`config.mk`:
```
export PLATFORM = sky130hd
export DESIGN_NAME = store_issue_unit
export DESIGN_NICKNAME = d
export VERILOG_FILES = /design/src/rtl/store_issue_unit.sv
export SDC_FILE = /design/constraint.sdc
export NUM_CORES = 1
export LEC_CHECK = 0
export ABC_AREA = 1
export ABC_CLOCK_PERIOD_IN_PS = 1220
export CAP_MARGIN = 30
export CELL_PAD_IN_SITES_DETAIL_PLACEMENT = 0
export CELL_PAD_IN_SITES_GLOBAL_PLACEMENT = 1
export CORE_ASPECT_RATIO = 0.8
export CORE_UTILIZATION = 25
export DETAILED_ROUTE_END_ITERATION = 6
export PLACE_DENSITY = 0.81
export RECOVER_POWER = 50
export SLEW_MARGIN = 40
export SYNTH_ARGS = -nofsm -noshare
export SYNTH_HDL_FRONTEND = slang
export SYNTH_SLANG_ARGS = --single-unit
```
`constraint.sdc`:
```
create_clock -name clk_i -period 1.22 [get_ports clk_i]
set_input_delay 0.122 -clock clk_i [delete_from_list [all_inputs] [get_ports clk_i]]
set_output_delay 0.122 -clock clk_i [all_outputs]
set_load 0.005 [all_outputs]
```
`src/rtl/store_issue_unit.sv`:
```
// Store issue front end: takes one store from issue, checks alignment,
// requests address translation, aligns data/byte enables to the 8-byte lane
// and pushes the store into the speculative store buffer. Completion or
// exception status is reported back to the scoreboard one cycle after the
// store resolves.
module store_issue_unit #(
    parameter int unsigned TRANS_ID_BITS = 3
) (
    input  logic                     clk_i,
    input  logic                     rst_i,
    input  logic                     flush_i,
    input  logic                     valid_i,
    output logic                     ready_o,
    input  logic [63:0]              vaddr_i,
    input  logic [63:0]              data_i,
    input  logic [1:0]               size_i,
    input  logic [TRANS_ID_BITS-1:0] trans_id_i,
    output logic                     translation_req_o,
    output logic [63:0]              vaddr_o,
    input  logic                     translation_valid_i,
    input  logic [63:0]              paddr_i,
    input  logic                     page_fault_i,
    input  logic                     sb_ready_i,
    output logic                     sb_valid_o,
    output logic                     sb_valid_without_flush_o,
    output logic [63:0]              sb_paddr_o,
    output logic [63:0]              sb_data_o,
    output logic [7:0]               sb_be_o,
    output logic [1:0]               sb_size_o,
    output logic                     result_valid_o,
    output logic [TRANS_ID_BITS-1:0] result_trans_id_o,
    output logic                     misaligned_o,
    output logic                     page_fault_o
);

    typedef enum logic [1:0] {
        IDLE,
        WAIT_TRANS,
        WAIT_SB
    } state_e;

    state_e                   state_q;
    logic [63:0]              vaddr_q;
    logic [63:0]              paddr_q;
    logic [63:0]              data_q;
    logic [7:0]               be_q;
    logic [1:0]               size_q;
    logic [TRANS_ID_BITS-1:0] trans_id_q;
    logic                     result_valid_q;
    logic                     misaligned_q;
    logic                     page_fault_q;

    logic                     accept;
    logic                     misaligned;
    logic [7:0]               be_base;
    logic [7:0]               be_next;
    logic [63:0]              data_next;

    // Handshake and qualifier outputs are held low for the whole reset cycle,
    // even though the state register only clears on the reset edge.
    assign ready_o                  = (state_q == IDLE) && !flush_i && !rst_i;
    assign accept                   = valid_i && ready_o;
    assign translation_req_o        = (state_q == WAIT_TRANS) && !rst_i;
    assign sb_valid_without_flush_o = (state_q == WAIT_SB) && !rst_i;
    assign sb_valid_o               = (state_q == WAIT_SB) && sb_ready_i && !flush_i && !rst_i;

    assign vaddr_o           = vaddr_q;
    assign sb_paddr_o        = paddr_q;
    assign sb_data_o         = data_q;
    assign sb_be_o           = be_q;
    assign sb_size_o         = size_q;
    assign result_valid_o    = result_valid_q;
    assign result_trans_id_o = trans_id_q;
    assign misaligned_o      = misaligned_q;
    assign page_fault_o      = page_fault_q;

    // Alignment check, byte-enable and lane-aligned data for the incoming request.
    always_comb begin
        // NOTE: every signal gets a default before the case so no latch is inferred.
        misaligned = 1'b0;
        be_base    = 8'h01;
        unique case (size_i)
            2'd0: begin
                be_base    = 8'h01;
                misaligned = 1'b0;
            end
            2'd1: begin
                be_base    = 8'h03;
                misaligned = vaddr_i[0];
            end
            2'd2: begin
                be_base    = 8'h0F;
                misaligned = |vaddr_i[1:0];
            end
            default: begin
                be_base    = 8'hFF;
                misaligned = |vaddr_i[2:0];
            end
        endcase
        be_next   = be_base << vaddr_i[2:0];
        data_next = data_i << {vaddr_i[2:0], 3'b000};
    end

    // Store sequencing FSM with registered request fields and result pulse.
    always_ff @(posedge clk_i) begin
        // NOTE: sequential state uses non-blocking assignments only, so every
        // register samples the pre-edge values regardless of statement order.
        if (rst_i) begin
            state_q        <= IDLE;
            vaddr_q        <= '0;
            paddr_q        <= '0;
            data_q         <= '0;
            be_q           <= '0;
            size_q         <= '0;
            trans_id_q     <= '0;
            result_valid_q <= 1'b0;
            misaligned_q   <= 1'b0;
            page_fault_q   <= 1'b0;
        end else begin
            result_valid_q <= 1'b0;
            misaligned_q   <= 1'b0;
            page_fault_q   <= 1'b0;
            unique case (state_q)
                IDLE: begin
                    if (accept) begin
                        vaddr_q    <= vaddr_i;
                        data_q     <= data_next;
                        be_q       <= be_next;
                        size_q     <= size_i;
                        trans_id_q <= trans_id_i;
                        if (misaligned) begin
                            result_valid_q <= 1'b1;
                            misaligned_q   <= 1'b1;
                        end else begin
                            state_q <= WAIT_TRANS;
                        end
                    end
                end
                WAIT_TRANS: begin
                    if (flush_i) begin
                        state_q <= IDLE;
                    end else if (translation_valid_i) begin
                        if (page_fault_i) begin
                            result_valid_q <= 1'b1;
                            page_fault_q   <= 1'b1;
                            state_q        <= IDLE;
                        end else begin
                            paddr_q <= paddr_i;
                            state_q <= WAIT_SB;
                        end
                    end
                end
                WAIT_SB: begin
                    if (flush_i) begin
                        state_q <= IDLE;
                    end else if (sb_ready_i) begin
                        result_valid_q <= 1'b1;
                        state_q        <= IDLE;
                    end
                end
                default: state_q <= IDLE;
            endcase
        end
    end

endmodule
```
Yosys cells after proc, flatten, opt, wreduce, memory -nomap -nowiden --
Cells that the tools add are included.
Cells by class: mux-type cells 18, shift-type cells 2, eq/ne operators 8, bitwise operators 4, reduce and logical (&&, ||, !) cells 19
Operators with widths (count):
- << shifter 64 x 6 -> 64 bit | 1
- case mux 8 bit (3 select lines) | 1
- 2-to-1 mux 2 bit | 7
- logical AND 1 bit | 8
- AND reduction 4 bit | 2
- << shifter 8 x 3 -> 8 bit | 1
- 2-to-1 mux 1 bit | 7
- != test 3 bit, second input constant | 2
- case mux 1 bit (3 select lines) | 2
- case mux 2 bit (3 select lines) | 1
- OR reduction 2 bit | 3
- equality test 2 x 1 -> 1 bit, second input constant | 2
- equality test 2 bit, second input constant | 2
- logical NOT 2 bit | 2
- != test 2 bit, second input constant | 2
- inverter 1 bit | 4
- OR reduction 3 bit | 1
- logical NOT 1 bit | 2
- AND reduction 2 bit | 1
Word-level totals: flip-flop bits (word level) 210, output and inout bits 212, input bits 204

Longest topological paths before layout --
depth after elaboration 6, depth in mapped cells 8, depth with buffers taken out 7

Worst setup path before layout --
Ideal clock, no wire load.
path type reg-to-reg, from register state_q[1], to register data_q[42] (netlist: sb_data_o[42]), stages on the path, launching flop included 8, clock period less this slack 1.264 ns, setup time 0.113 ns, slack -0.044 ns, arrival 1.151 ns, path through dfxtp_1 -> nor2_2 -> nand3_4 -> inv_2 -> nand2_2 -> buf_2 -> nor2_1 -> nor2_1
On the way: cells in the longest elaborated chain, start to end 5
RTL lines:
- from (decl) | line 42 | state_e state_q;
- from (signal assigned) | line 109 | state_q <= IDLE;
- from (signal assigned) | line 135 | state_q <= WAIT_TRANS;
- from (signal assigned) | line 141 | state_q <= IDLE;
- logical NOT 2 bit * | line 61, 123
- logical AND 1 bit (2 in series) | line 61 | assign ready_o = (state_q == IDLE) && !flush_i && !rst_i;
- logical AND 1 bit | line 62 | assign accept = valid_i && ready_o;
- AND reduction 2 bit (no source line) *
- to (signal assigned) | line 127 | data_q <= data_next;
- to (decl) | line 45 | logic [63:0] data_q;
Mark *: on every way between the ends. The rest lies on a longest branch, timed or not. A chain may end at the register's enable or synchronous reset.

Worst setup path in the final report --
from register state_q[0], to output port translation_req_o
On the way: cells in the longest elaborated chain, start to end 2
RTL lines:
- equality test 2 x 1 -> 1 bit | line 63 | assign translation_req_o = (state_q == WAIT_TRANS) && !rst_i;
- logical AND 1 bit | line 63
- to (decl) | line 18 | output logic translation_req_o,
No other way between the ends.

==> flow_summary.html <==
<table>
<tr><th>Metric</th><th>Value</th></tr>
<tr><th colspan="2">Status</th></tr>
<tr><td>Status</td><td>finished with violations</td></tr>
<tr><td>Violations in the final reports</td><td>negative setup slack</td></tr>
<tr><th colspan="2">Clock tree</th></tr>
<tr><td>Total of hold buffers inserted after clock tree synthesis</td><td>0</td></tr>
<tr><td>CTS Root Cell</td><td>clkbuf_16</td></tr>
<tr><td>Clock latency on the worst-skew pair</td><td>0.52 ns</td></tr>
<tr><td>Number of sinks handled by clock tree synthesis</td><td>210</td></tr>
<tr><td>Cts bufs inserted</td><td>24</td></tr>
<tr><td>CTS tree</td><td>done</td></tr>
<tr><td>H-tree level count</td><td>1</td></tr>
<tr><td>Number of buffers between clock root and the deepest sink</td><td>3</td></tr>
<tr><td>Clk pin slew, worst setup/hold paths</td><td>0.06 ns</td></tr>
<tr><th colspan="2">Logic synthesis</th></tr>
<tr><td>Register area share after synthesis</td><td>a little under half</td></tr>
<tr><td>Total of warnings raised by yosys</td><td>0</td></tr>
<tr><td>Synthesized cell area</td><td>between 9000 and 10000 sq um</td></tr>
<tr><td>Number of distinct standard cells referenced by the synthesized netlist</td><td>27</td></tr>
<tr><td>Number of nets produced by synthesis</td><td>1543</td></tr>
<tr><td>Mean Syn Cell Area</td><td>6.735 sq um</td></tr>
<tr><td>Synthesized flop and latch total</td><td>210</td></tr>
<tr><td>Post-synthesis instance total</td><td>1339</td></tr>
<tr><th colspan="2">Worst setup path</th></tr>
<tr><td>CP max stage cell</td><td>dfxtp_2</td></tr>
<tr><td>Critical path class</td><td>flop to output port</td></tr>
<tr><td>Cell repeated most along the worst path</td><td>nor2_2</td></tr>
<tr><td>Worst path max stage delay</td><td>0.36 ns</td></tr>
<tr><td>Delay-heaviest family, CP</td><td>flip-flops</td></tr>
<tr><td>Startpoint kind of the worst setup timing path</td><td>flop</td></tr>
<tr><td>Worst Path Max Fanout</td><td>3</td></tr>
<tr><td>Capture point of the worst reg-to-reg path</td><td>sb_paddr_o[46]</td></tr>
<tr><td>R2R Setup Slk</td><td>-0.28 ns</td></tr>
<tr><td>Arrival time worst endpoint</td><td>1.39 ns</td></tr>
<tr><td>CP Data Required Time</td><td>1.10 ns</td></tr>
<tr><td>Worst reg2reg path startpoint</td><td>state_q[0]</td></tr>
<tr><td>Worst reg2reg path depth</td><td>8</td></tr>
<tr><td>Crit. End Element</td><td>output port</td></tr>
<tr><td>Cells along the critical path</td><td>inv_2 -&gt; nor2_2 -&gt; inv_1 -&gt; nor2_2 -&gt; buf_2</td></tr>
<tr><td>WP buf/inv</td><td>3</td></tr>
<tr><th colspan="2">Timing</th></tr>
<tr><td>Post-route worst hold slack</td><td>0.07150 ns</td></tr>
<tr><td>Fin Clk Skew</td><td>between 0.008 and 0.009 ns</td></tr>
<tr><td>RSZ-0062 raised after global routing</td><td>true</td></tr>
<tr><td>Max Slew Vio Count</td><td>0</td></tr>
<tr><td>Actual slew at the worst max-slew pin</td><td>0.7854 ns</td></tr>
<tr><td>Final number of setup-violating endpoints</td><td>approximately 210</td></tr>
<tr><td>Fmax</td><td>0.6621 GHz</td></tr>
<tr><td>Rel. slew slack</td><td>between 40% and 50%</td></tr>
<tr><td>Final Worst Setup Slack</td><td>-0.2904 ns</td></tr>
<tr><td>Min cycle time layout</td><td>1.510 ns</td></tr>
<tr><td>Part of the cycle the worst path needs</td><td>123.8%</td></tr>
<tr><td>Number of endpoints with negative hold slack in the final report</td><td>0</td></tr>
<tr><th colspan="2">Die</th></tr>
<tr><td>Area enclosed by the die boundary</td><td>36840 sq um</td></tr>
<tr><td>Placeable core area</td><td>35110 sq um</td></tr>
<tr><td>Initial Util</td><td>25.69%</td></tr>
<tr><td>Width of the die</td><td>~210 microns</td></tr>
<tr><td>Number of top-level pins</td><td>416</td></tr>
<tr><td>Num rows</td><td>61</td></tr>
<tr><td>Die height</td><td>around 170 microns</td></tr>
<tr><th colspan="2">Detailed routing</th></tr>
<tr><td>Average detailed-routed wire length per instance</td><td>about 17 microns</td></tr>
<tr><td>Via count of the routed design</td><td>~11000</td></tr>
<tr><td>Residual DRC</td><td>0</td></tr>
<tr><td>Routed wire length</td><td>40500 microns</td></tr>
<tr><td>Routed Antenna Nets</td><td>0</td></tr>
<tr><td>Iteration-0 DRC Markers</td><td>~700</td></tr>
<tr><td>First drt pass iteration count</td><td>5</td></tr>
<tr><td>Via/cell ratio</td><td>4.597</td></tr>
<tr><th colspan="2">Finish</th></tr>
<tr><td>Filler-free cell count of the finished design</td><td>about 2300</td></tr>
<tr><td>Antenna diode instance count</td><td>0</td></tr>
<tr><td>P&amp;R area growth vs syn</td><td>80.48%</td></tr>
<tr><td>Number of fill cells in the layout</td><td>between 3000 and 4000</td></tr>
<tr><td>Most used cells in the layout excluding fill and tap cells</td><td>nand2_1 (351), nor2_1 (206), clkdlybuf4s50_1 (201), dfxtp_2 (121), dfxtp_1 (88)</td></tr>
<tr><td>Core Util, Final</td><td>about 46%</td></tr>
<tr><td>Layout cell share with drive strength beyond 1</td><td>34.54%</td></tr>
<tr><td>Final net count</td><td>between 2000 and 2500</td></tr>
<tr><td>Most common cell after layout, fill and taps aside</td><td>nand2_1</td></tr>
<tr><th colspan="2">Placement</th></tr>
<tr><td>Count of placed standard cells including taps</td><td>2233</td></tr>
<tr><td>PortBufs</td><td>415</td></tr>
<tr><td>Half-perimeter wire length of the detailed placement result</td><td>about 28000 microns</td></tr>
<tr><td>Worst slack at placement</td><td>-0.4945 ns</td></tr>
<tr><td>Global placement routability congestion</td><td>0.9227</td></tr>
<tr><th colspan="2">GRT</th></tr>
<tr><td>Total GRT Usage</td><td>20.72%</td></tr>
<tr><td>Wire length of the first global-routing pass</td><td>59440 microns</td></tr>
<tr><td>Via count of the first global-routing pass</td><td>10161</td></tr>
<tr><td>Pin count of the biggest net entering global routing</td><td>70</td></tr>
<tr><td>Total grt overflow</td><td>0</td></tr>
<tr><td>Number of antenna violations at the first check in global routing</td><td>0</td></tr>
<tr><th colspan="2">Pwr</th></tr>
<tr><td>Worst VDD drop</td><td>roughly 0.00073 V</td></tr>
<tr><td>Proportion of total power due to net switching</td><td>between 20% and 30%</td></tr>
<tr><td>Part of the power in combinational logic</td><td>16.5%</td></tr>
<tr><td>Flop pwr share</td><td>about two fifths</td></tr>
<tr><td>Power consumption</td><td>0.01743 W</td></tr>
<tr><td>Power density over cell area</td><td>between 1000 and 1500 nW/um^2</td></tr>
<tr><td>Cell-internal power</td><td>roughly 0.013 W</td></tr>
<tr><td>Clock network fraction of design power</td><td>a little over two fifths</td></tr>
<tr><td>Net switching component of the power</td><td>0.004375 W</td></tr>
<tr><td>Reported leakage power</td><td>6.767 nW</td></tr>
<tr><th colspan="2">Hold path</th></tr>
<tr><td>Number of cells on the worst hold path</td><td>4</td></tr>
<tr><td>Launch point of the worst hold path</td><td>vaddr_i[0]</td></tr>
<tr><td>Worst min-delay path category</td><td>input pin to flop</td></tr>
<tr><td>Min-Delay Endpoint</td><td>vaddr_o[0]</td></tr>
<tr><th colspan="2">Flow run</th></tr>
<tr><td>MaxCap Viol Count</td><td>0</td></tr>
</table>
-- worst max path at each step --
| stage | from | endpoint | slack (ns) | cells past startpoint |
|---|---|---|---|---|
| floorplan | state_q[0] | sb_paddr_o[14] | 0.0005 | 7 |
| global placement | flush_i | sb_valid_o | -0.46 | 3 |
| detailed placement | flush_i | sb_paddr_o[25] | -0.49 | 7 |
| CTS | state_q[0] | translation_req_o | -0.31 | 5 |
| global route | state_q[0] | sb_paddr_o[44] | -0.38 | 8 |
| finish | state_q[0] | translation_req_o | -0.29 | 5 |
-- Yosys cell counts --
| cell type | instances | area [sq um] |
|---|---|---|
| inv_1 | 40 | 150.1 |
| nor3_1 | 2 | 10.01 |
| nand4_1 | 1 | 6.260 |
| nor4_1 | 1 | 6.260 |
| inv_2 | 2 | 7.510 |
| buf_6 | 1 | 11.26 |
| o21a_1 | 2 | 15.01 |
| buf_1 | 5 | 18.77 |
| clkbuf_1 | 51 | 191.4 |
| nand2_1 | 427 | 1603 |
| nand3_1 | 75 | 375.4 |
| nand3_4 | 1 | 17.52 |
| nand3_2 | 1 | 10.01 |
| buf_2 | 30 | 150.1 |
| nor2_4 | 2 | 22.52 |
| clkbuf_2 | 1 | 5.000 |
| o21ai_1 | 18 | 90.09 |
| o21ai_0 | 95 | 475.5 |
| nand2_2 | 1 | 6.260 |
| o211ai_1 | 8 | 60.06 |
| nor2_1 | 213 | 799.5 |
| a21oi_1 | 138 | 690.7 |
| buf_4 | 8 | 60.06 |
| and2_1 | 2 | 12.51 |
| clkinv_1 | 2 | 7.510 |
| nor2_2 | 2 | 12.51 |
| dfxtp_1 | 210 | 4204 |
-- power by group through the flow --
stage	combinational [W]	sequential [W]	clock (W)
4_1_cts	0.00280	0.00714	0.00763
3_3_place_gp	0.00258	0.00727	0
5_1_grt	0.00310	0.00716	0.00789
6_report	0.00287	0.00715	0.00741
2_1_floorplan	0.000904	0.00727	0
3_5_place_dp	0.00259	0.00727	0
-- area by class of cell --
cell class | count | area (sq um) | area share, %
Clock inverter | 5 | 100.1 | 0.6150
Tap cell | 472 | 590.6 | 3.628
Inverter | 44 | 180.2 | 1.107
Multi-Input combinational cell | 990 | 4920 | 30.23
Timing Repair inverter | 1 | 11.26 | 0.06918
Timing Repair Buffer | 565 | 5423 | 33.32
Clock buffer | 35 | 693.2 | 4.259
Sequential cell | 210 | 4359 | 26.78
-- flip-flops by register name (all words and copies together), names as in the netlist --
name / flops
state_q: 2
result_trans_id_o: 3
page_fault_o: 1
misaligned_o: 1
sb_size_o: 2
vaddr_o: 64
sb_be_o: 8
result_valid_o: 1
sb_paddr_o: 64
sb_data_o: 64
-- tightest hold or removal path, stage by stage --
cell      delay, ns
buf_2          0.15
clkinv_1       0.10
buf_4          0.12
a21oi_1        0.05
-- layer usage --
layer | GRT usage [%] | vias up | routed length, microns
li1 | - | 5296 | -
met1 | 28.88 | 4967 | 18830
met2 | 32.04 | 355 | 18160
met4 | 5.559 | 0 | 1023
met5 | 0 | - | 0
met3 | 4.679 | 56 | 2486
-- kinds of logic after synthesis --
group	Yosys count	synth area share (%)
compound gates	261	14.76
buf+inv	140	6.673
flops	210	46.61
simple gates	728	31.95
-- through the flow --
step / cell area [sq um] / setup TNS, ns
global route: 16280 / -64.77
floorplan: 9034 / 0
CTS: 16280 / -46.09
global placement: 14390 / -78.61
finish: 16280 / -43.38
detailed placement: 14390 / -91.41
-- timing repair --
item / in CTS / in global routing
gates resized for setup: 847 / 269
pin swaps: 25 / 37
gates cloned: 19 / 1
setup buffers: 26 / 14
setup endpoints to repair: 420 / 318
(Power assumes the default switching activity.)
